## config.mk

```make
export PLATFORM = sky130hd
export DESIGN_NAME = pipe_ctrl
export DESIGN_NICKNAME = d
export VERILOG_FILES = /design/src/rtl/pipe_ctrl.sv
export SDC_FILE = /design/constraint.sdc
export NUM_CORES = 1
export LEC_CHECK = 0
export CAP_MARGIN = 10
export CORE_MARGIN = 2
export CORE_UTILIZATION = 35
export CTS_BUF_LIST = sky130_fd_sc_hd__clkbuf_2
export CTS_CLUSTER_DIAMETER = 100
export DETAILED_ROUTE_END_ITERATION = 12
export GPL_TIMING_DRIVEN = 0
export SYNTH_ARGS = -nofsm -noshare
export SYNTH_HDL_FRONTEND = slang
export SYNTH_SLANG_ARGS = --single-unit
```

## constraint.sdc

```tcl
create_clock -name clk_i -period 2.95 [get_ports clk_i]
set_input_delay 0.4425 -clock clk_i [delete_from_list [all_inputs] [get_ports clk_i]]
set_output_delay 0.4425 -clock clk_i [all_outputs]
set_load 0.005 [all_outputs]
```

## src/rtl/pipe_ctrl.sv

```systemverilog
// -----------------------------------------------------------------------------
// pipe_ctrl -- pipeline control unit for the five-stage Y86-64 core.
//
// Purpose:
//   Detects load/use, ret and mispredicted-jump hazards and drives the
//   stall/bubble controls of the F, D, E, M and W pipeline registers. It also
//   gates the execute-stage condition-code write. A run/pause/step/halt
//   sequencer and two saturating performance counters serve the debug
//   interface.
//
// Parameters:
//   CNT_W        width of cycle_cnt_o and hazard_cnt_o
//
// Ports:
//   clk_i, rst_i                    clock, synchronous active-high reset
//   D_icode_i, d_srcA_i, d_srcB_i   decode-stage icode and source registers
//   E_icode_i, E_dstM_i, e_cnd_i    execute-stage icode, load dest, condition
//   M_icode_i, m_stat_i             memory-stage icode and outgoing status
//   W_stat_i                        write-back status
//   pause_req_i, step_i             debugger pause level and single-step pulse
//   F/D/E/M/W_stall_o, *_bubble_o   pipeline register controls
//   set_cc_en_o                     permit CC update in execute
//   paused_o, halted_o              sequencer state flags
//   final_stat_o                    status that caused the halt
//   cycle_cnt_o, hazard_cnt_o       saturating performance counters
//
// Notes:
//   The stall/bubble controls are combinational in the current inputs and the
//   registered sequencer state. The pipeline registers sample them on the same
//   edge, so they cannot be delayed by a register stage.
// -----------------------------------------------------------------------------
module pipe_ctrl #(
    parameter int CNT_W = 32
) (
    input  logic             clk_i,
    input  logic             rst_i,
    input  logic [3:0]       D_icode_i,
    input  logic [3:0]       d_srcA_i,
    input  logic [3:0]       d_srcB_i,
    input  logic [3:0]       E_icode_i,
    input  logic [3:0]       E_dstM_i,
    input  logic             e_cnd_i,
    input  logic [3:0]       M_icode_i,
    input  logic [2:0]       m_stat_i,
    input  logic [2:0]       W_stat_i,
    input  logic             pause_req_i,
    input  logic             step_i,
    output logic             F_stall_o,
    output logic             D_stall_o,
    output logic             D_bubble_o,
    output logic             E_stall_o,
    output logic             E_bubble_o,
    output logic             M_stall_o,
    output logic             M_bubble_o,
    output logic             W_stall_o,
    output logic             set_cc_en_o,
    output logic             paused_o,
    output logic             halted_o,
    output logic [2:0]       final_stat_o,
    output logic [CNT_W-1:0] cycle_cnt_o,
    output logic [CNT_W-1:0] hazard_cnt_o
);

    // Instruction codes referenced by the hazard logic.
    localparam logic [3:0] I_MRMOVQ = 4'h5;
    localparam logic [3:0] I_OPQ    = 4'h6;
    localparam logic [3:0] I_JXX    = 4'h7;
    localparam logic [3:0] I_RET    = 4'h9;
    localparam logic [3:0] I_POPQ   = 4'hB;
    localparam logic [3:0] RNONE    = 4'hF;

    // Status codes.
    localparam logic [2:0] STAT_AOK = 3'd1;
    localparam logic [2:0] STAT_HLT = 3'd2;
    localparam logic [2:0] STAT_ADR = 3'd3;
    localparam logic [2:0] STAT_INS = 3'd4;

    // Sequencer states.
    localparam logic [1:0] ST_RUN    = 2'd0;
    localparam logic [1:0] ST_PAUSED = 2'd1;
    localparam logic [1:0] ST_STEP   = 2'd2;
    localparam logic [1:0] ST_HALTED = 2'd3;

    localparam logic [CNT_W-1:0] CNT_MAX = {CNT_W{1'b1}};
    localparam logic [CNT_W-1:0] CNT_ONE = {{(CNT_W-1){1'b0}}, 1'b1};

    // True for the exception statuses. A status of 0 marks a bubble and is
    // deliberately not treated as an exception.
    function automatic logic is_exc(input logic [2:0] stat);
        logic res;
        case (stat)
            STAT_HLT: res = 1'b1;
            STAT_ADR: res = 1'b1;
            STAT_INS: res = 1'b1;
            default:  res = 1'b0;
        endcase
        return res;
    endfunction

    // True for instructions that write a register from memory.
    function automatic logic is_load(input logic [3:0] icode);
        logic res;
        case (icode)
            I_MRMOVQ: res = 1'b1;
            I_POPQ:   res = 1'b1;
            default:  res = 1'b0;
        endcase
        return res;
    endfunction

    logic [1:0]       state_r;
    logic [1:0]       state_next_s;
    logic [2:0]       final_stat_r;
    logic [CNT_W-1:0] cycle_cnt_r;
    logic [CNT_W-1:0] hazard_cnt_r;

    logic             load_use_s;
    logic             ret_busy_s;
    logic             mispredict_s;
    logic             hazard_s;
    logic             m_exc_s;
    logic             w_exc_s;
    logic             advancing_s;
    logic             latch_halt_s;

    // Hazard detection terms. The RNONE guard keeps a load with no register
    // destination from matching an unused (RNONE) decode source.
    always_comb begin
        load_use_s   = is_load(E_icode_i) && (E_dstM_i != RNONE) &&
                       ((E_dstM_i == d_srcA_i) || (E_dstM_i == d_srcB_i));
        ret_busy_s   = (D_icode_i == I_RET) || (E_icode_i == I_RET) ||
                       (M_icode_i == I_RET);
        mispredict_s = (E_icode_i == I_JXX) && !e_cnd_i;
        hazard_s     = load_use_s || ret_busy_s || mispredict_s;
        m_exc_s      = is_exc(m_stat_i);
        w_exc_s      = is_exc(W_stat_i);
        advancing_s  = (state_r == ST_RUN) || (state_r == ST_STEP);
        latch_halt_s = advancing_s && w_exc_s;
    end

    // Pipeline register controls: reset override, normal control while the
    // pipeline advances, otherwise frozen (everything held, nothing injected).
    always_comb begin
        F_stall_o   = 1'b0;
        D_stall_o   = 1'b0;
        D_bubble_o  = 1'b0;
        E_stall_o   = 1'b0;
        E_bubble_o  = 1'b0;
        M_stall_o   = 1'b0;
        M_bubble_o  = 1'b0;
        W_stall_o   = 1'b0;
        set_cc_en_o = 1'b0;
        if (rst_i) begin
            D_bubble_o = 1'b1;
            E_bubble_o = 1'b1;
            M_bubble_o = 1'b1;
        end else if (advancing_s) begin
            F_stall_o   = load_use_s || ret_busy_s;
            D_stall_o   = load_use_s;
            // A load/use stall in D takes precedence over the ret bubble.
            D_bubble_o  = mispredict_s || (ret_busy_s && !load_use_s);
            E_bubble_o  = mispredict_s || load_use_s;
            M_bubble_o  = m_exc_s || w_exc_s;
            W_stall_o   = w_exc_s;
            set_cc_en_o = (E_icode_i == I_OPQ) && !m_exc_s && !w_exc_s;
        end else begin
            F_stall_o = 1'b1;
            D_stall_o = 1'b1;
            E_stall_o = 1'b1;
            M_stall_o = 1'b1;
            W_stall_o = 1'b1;
        end
    end

    // Sequencer state flags, forced low while reset is asserted.
    always_comb begin
        paused_o     = 1'b0;
        halted_o     = 1'b0;
        final_stat_o = final_stat_r;
        cycle_cnt_o  = cycle_cnt_r;
        hazard_cnt_o = hazard_cnt_r;
        if (rst_i) begin
            paused_o = 1'b0;
            halted_o = 1'b0;
        end else begin
            paused_o = (state_r == ST_PAUSED);
            halted_o = (state_r == ST_HALTED);
        end
    end

    // Next-state logic of the run/pause/step/halt sequencer. Halt outranks
    // pause; in PAUSED a step pulse outranks releasing the pause.
    always_comb begin
        state_next_s = state_r;
        case (state_r)
            ST_RUN, ST_STEP: begin
                if (w_exc_s) begin
                    state_next_s = ST_HALTED;
                end else if (pause_req_i) begin
                    state_next_s = ST_PAUSED;
                end else begin
                    state_next_s = ST_RUN;
                end
            end
            ST_PAUSED: begin
                if (step_i) begin
                    state_next_s = ST_STEP;
                end else if (!pause_req_i) begin
                    state_next_s = ST_RUN;
                end else begin
                    state_next_s = ST_PAUSED;
                end
            end
            ST_HALTED: state_next_s = ST_HALTED;
            default:   state_next_s = ST_RUN;
        endcase
    end

    // Sequencer state register and the halt-status latch.
    always_ff @(posedge clk_i) begin
        if (rst_i) begin
            state_r      <= ST_RUN;
            final_stat_r <= STAT_AOK;
        end else begin
            state_r <= state_next_s;
            if (latch_halt_s) begin
                final_stat_r <= W_stat_i;
            end else begin
                final_stat_r <= final_stat_r;
            end
        end
    end

    // Saturating performance counters; they only move on advancing cycles.
    always_ff @(posedge clk_i) begin
        if (rst_i) begin
            cycle_cnt_r  <= {CNT_W{1'b0}};
            hazard_cnt_r <= {CNT_W{1'b0}};
        end else if (advancing_s) begin
            if (cycle_cnt_r != CNT_MAX) begin
                cycle_cnt_r <= cycle_cnt_r + CNT_ONE;
            end else begin
                cycle_cnt_r <= cycle_cnt_r;
            end
            if (hazard_s && (hazard_cnt_r != CNT_MAX)) begin
                hazard_cnt_r <= hazard_cnt_r + CNT_ONE;
            end else begin
                hazard_cnt_r <= hazard_cnt_r;
            end
        end else begin
            cycle_cnt_r  <= cycle_cnt_r;
            hazard_cnt_r <= hazard_cnt_r;
        end
    end

endmodule

```

==> results of run 1 <==
per-layer routing:
metal | track usage | part of all wire | vias to the layer above
li1 | - | - | 1941
met1 | 0.2512 | 0.45 | 1860
met2 | 0.3284 | 0.49 | 112
met3 | 0.04702 | 0.053 | 9
met4 | 0.03388 | 0.0077 | 0
met5 | 0 | 0 | -
state kept, by name, indices dropped and copies added (netlist names):
register	count
cycle_cnt_o	32
hazard_cnt_o	32
final_stat_o	3
state_r	2
kinds of logic after synthesis:
kind of cell | Yosys count | synth area share
flip-flops | 69 | 0.3639
adder cells (fa/ha/maj) | 2 | 0.006591
buffers and inverters | 34 | 0.04548
XOR/XNOR | 34 | 0.07845
multiplexers | 5 | 0.01450
AO/OA/AOI/OAI | 88 | 0.1473
AND/OR/NAND/NOR | 229 | 0.3438
synth_stat cells, types with 3 or more instances:
library cell	instances
a21oi_1	36
buf_2	5
buf_4	3
clkbuf_1	10
dfxtp_1	69
inv_1	12
mux2_2	4
nand2_1	34
nand2b_1	3
nand3_1	20
nand4_1	16
nor2_1	57
nor2b_1	5
nor3_1	15
nor3b_1	3
nor4_1	14
nor4b_1	4
nor4bb_1	3
o21ai_0	15
o21bai_1	3
o31ai_1	19
or3_1	13
or4_1	18
xnor2_1	21
xor2_1	13
worst paths after layout:
path | slack [ps] | cells past startpoint | to
min reg2reg | 520 | 2 | hazard_cnt_o[19]
max reg2reg | 250 | 9 | hazard_cnt_o[31]
max | 80 | 7 | F_stall_o
min | 520 | 2 | hazard_cnt_o[19]
through the flow:
step | power, µW | utilization
floorplan | 1074 | -
global placement | 1199 | 0.4760
detailed placement | 1202 | 0.4760
CTS | 1758 | 0.4873
global route | 1818 | 0.4891
finish | 1740 | 0.4891
report_power, final:
group          switching, µW  internal [µW]  leakage, µW
logic                    106            118      0.00101
registers               17.9            947     0.000557
clock network            362            190    0.0000630
total                    486           1250      0.00163
repair_timing:
item,in CTS,in global routing
pin swaps,0,1
gates cloned,0,0
endpoints found under the setup margin,5,6
resized for setup,3,5
tightest hold or removal path, stage by stage (launching register included):
cell and delay (ps):
dfxtp_1 380, o31ai_1 70, a21oi_1 60
final cells by class:
cell class	instances	area [µm²]	share of cell area
multi-input combinational	358	2267	0.4333
sequential	69	1383	0.2642
timing repair buffer	112	1121	0.2143
tap	140	175.2	0.03348
buffer	22	130.1	0.02487
clock inverter	7	66.31	0.01267
clock buffer	9	45.04	0.008608
inverter	12	45.04	0.008608
==> flow_summary.ini, run 1 <==
[sta]
tightest_slew_ps = 747.6
max_slew_margin = 0.4978
period_share = 0.9714
setup_ws_ps = 84.29
tns_ps = 0
whs_ps = 519.4
hold_viol_final = 0
final.setup_skew_ps = 34.61
slew_viol_final = 0
setup_viol = 0
grt_setup_unrepaired = no
period_minus_slack_ps = 2866
clock.fmax_mhz = 349.0

[worst_setup_path]
cp_common_cell = clkdlybuf4s50_1
arrival_ps = 2420
crit_path_max_fanout = 5
path_buf_inv = 2
required_ps = 2510
r2r-start = hazard_cnt_o[3]
cp_slowest_stage_delay_ps = 540
critical_path.endpoint_type = output pin
worst_setup_path_start_kind = input port
critical_path_class = input port to output pin
crit_chain = clkdlybuf4s50_1 -> xor2_1 -> nor4_2 -> o21a_2 -> nor2_1 -> a21oi_1 -> clkdlybuf4s50_1
path_delay_family = buffers and inverters
startpoint = E_dstM_i[1]
slowest_stage = clkdlybuf4s50_1

[detailed_routing]
vias = 3922
drt_iter0_drc = 118
ant_nets = 0
via_per_inst = 5.380
drt_pass1_iterations = 4
wire_per_inst_um = 15.43
drc = 0
drt-total-wl_um = 11250

[pwr]
vdd_drop_max_mv = 0.1779
power_leakage_uw = 0.001627
p_per_area_mw_per_mm2 = 332.6

[synthesis]
ys_seq_elements = 69
synth_edf_count = 0
yosysWarnings = 0
yosysSeqAreaShare = 0.3639
synth.area.top_cells = dfxtp_1 (36%), nor2_1 (5.6%), xnor2_1 (4.8%), a21oi_1 (4.7%), o31ai_1 (3.8%)
syn_area_mm2 = 0.003796
synth_top_area_cell = dfxtp_1
async_flop_share = 0
synth_nets = 498
syn_area_per_cell_um2 = 8.235
synth.distinct_cells = 60
synthFlopType = dfxtp_1
synth_top_area_share = 0.3639
syn_inst = 461

[die]
die_x_um = 108.1
io_pins = 113
fp.dieH_um = 108.1
row_count = 38
initial_core_util = 0.3549
core_area_mm2 = 0.01070
die-area_mm2 = 0.01170

[finish]
fillers = 1057
final_cell_mix = clkdlybuf4s50_1 (112), dfxtp_1 (68), nor2_1 (57)
layout_commonest_cell = clkdlybuf4s50_1
design_area_mm2 = 0.005233
nets = 621
syn_to_final_growth_pct = 37.84
drive_above_1_share = 0.08659
final_cells = 729
antennaDiodeCount = 0

[clock_tree]
clk_path_buf_depth = 2
clkSlewWorstSetupHoldPaths_ps = 200
ctsHoldBuffers = 0
root_buffer = clkbuf_2
cts.htree.levels = 3
cts_setup_buffers = 0
clkSinkCount = 69
cts_tree = done
cts_buffers = 9
clock_latency_ps = 520

[place]
placed_area_mm2 = 0.005092
gp_congestion = 0.8503
place_ws_ps = -277.8
hpwlAfterDp_um = 8210
io_buffers = 112
place_inst = 713

[global_route]
grt_pass1_wl_um = 18260
grt_use_total = 0.1931
gr-total-overflow = 0
grt_max_degree = 13
grt_pass1_vias = 3752
antenna_found_initial = 0

[run]
drv_cap = 0

[outcome]
status = completed

[worst_hold_path]
hp-class = flop to flop
hp-start = hazard_cnt_o[19]
(Power assumes the default switching activity.)
==> inputs of run 2 (changes only) <==
Settings changed: MAX_ROUTING_LAYER set to met4.
Clock period 2.95 ns to 3.6 ns, I/O delays scaled along.
==> flow_summary.ini, run 2 (same netlist as run 1, synthesis figures left out) <==
[place]
io_buffers = 112
hpwlAfterDp_um = 8210
gp_congestion = 0.8638

[detailed_routing]
ant_nets = 0
drt_iter0_drc = 116
vias = 3923
drt_pass1_iterations = 4
wire_per_inst_um = 15.38
drt-total-wl_um = 11210
drc = 0
via_per_inst = 5.381

[finish]
register_area_mm2 = 0.001381
drive_above_1_share = 0.07301
antennaDiodeCount = 0
final_cell_mix = clkdlybuf4s50_1 (112), dfxtp_1 (69), nor2_1 (57)
nets = 621
fillers = 1059
multi_input_area_mm2 = 0.002242
syn_to_final_growth_pct = 37.08
layout_commonest_cell = clkdlybuf4s50_1

[sta]
hold_viol_final = 0
whs_ps = 521.1
tightest_slew_ps = 783.9
clock.fmax_mhz = 312.9
tns_ps = 0
period_minus_slack_ps = 3196
final.setup_skew_ps = 34.66
max_slew_margin = 0.4734
setup_viol = 0
slew_viol_final = 0
grt_setup_unrepaired = no
period_share = 0.8878

[die]
fp.dieH_um = 108.1
die-area_mm2 = 0.01170
initial_core_util = 0.3549
row_count = 38
die_x_um = 108.1
core_area_mm2 = 0.01070
io_pins = 113

[clock_tree]
clkSlewWorstSetupHoldPaths_ps = 220
clkSinkCount = 69
cts_tree = done
ctsHoldBuffers = 0
cts.htree.levels = 3
clock_latency_ps = 520
cts_setup_buffers = 0
clk_path_buf_depth = 2
cts.repair.resized = 0
root_buffer = clkbuf_2
cts_buffers = 9

[worst_setup_path]
worst_setup_path_start_kind = flop
path_buf_inv = 3
cp_slowest_stage_delay_ps = 550
arrival_ps = 2660
crit_chain = clkbuf_1 -> buf_1 -> nor2_1 -> a21oi_1 -> clkdlybuf4s50_1
slowest_stage = dfxtp_1
crit_path_max_fanout = 10
required_ps = 3060
critical_path_class = flop to output pin
path_delay_family = buffers and inverters
critical_path.endpoint_type = output pin

[worst_hold_path]
hp-class = flop to flop

[pwr]
power_leakage_uw = 0.001617
p_per_area_mw_per_mm2 = 273.4
finalPower_uw = 1423
vdd_drop_max_mv = 0.1445

[global_route]
grt_pass1_vias = 3757
grt_use_total = 0.1987
grt_max_degree = 13
antenna_found_initial = 0
gr-total-overflow = 0
grt_pass1_wl_um = 18260

[outcome]
status = completed

[run]
drv_cap = 0
[run 2: final timing paths]
check / from / to / slack (ps) / cells after the start
worst max-delay path: state_r[0] / F_stall_o / 400 / 5
worst min register to register: hazard_cnt_o[19] / hazard_cnt_o[19] / 520 / 2
worst min-delay path: hazard_cnt_o[19] / hazard_cnt_o[19] / 520 / 2
worst max register to register: hazard_cnt_o[3] / hazard_cnt_o[31] / 910 / 9
[run 2: metal layers]
| layer | vias up | track usage | part of all wire |
|---|---|---|---|
| met4 | 0 | 0.03388 | 0.0098 |
| met2 | 108 | 0.3288 | 0.49 |
| met1 | 1858 | 0.2534 | 0.45 |
| li1 | 1946 | - | - |
| met3 | 11 | 0.04280 | 0.050 |
| met5 | - | - | 0 |
[run 2: tightest hold or removal path, cell delays in order (launching register included)]
cell and delay (ps):
dfxtp_1 380, o31ai_1 70, a21oi_1 60
[run 2: cell type report]
cell class | count | area share
Clock inverter | 7 | 0.01274
Buffer | 22 | 0.02453
Timing Repair Buffer | 112 | 0.2154
Multi-Input combinational cell | 358 | 0.4309
Inverter | 12 | 0.008656
Tap cell | 140 | 0.03366
Sequential cell | 69 | 0.2654
Clock buffer | 9 | 0.008656
[run 2: through the flow]
stage          cell area [µm²]  cells  setup slack (ps)    util
6_report                  5204    729             403.9  0.4864
5_1_grt                   5204    729             166.9  0.4864
4_1_cts                   5204    729             355.6  0.4864
3_5_place_dp              5092    713             274.7  0.4760
3_3_place_gp              5092    713             331.1  0.4760
2_1_floorplan             3796    461              1279       -
[run 2: report_power, final]
part | internal, µW | switching, µW
sequential | 776 | 14.5
combinational | 95.0 | 84.5
clock | 155 | 298
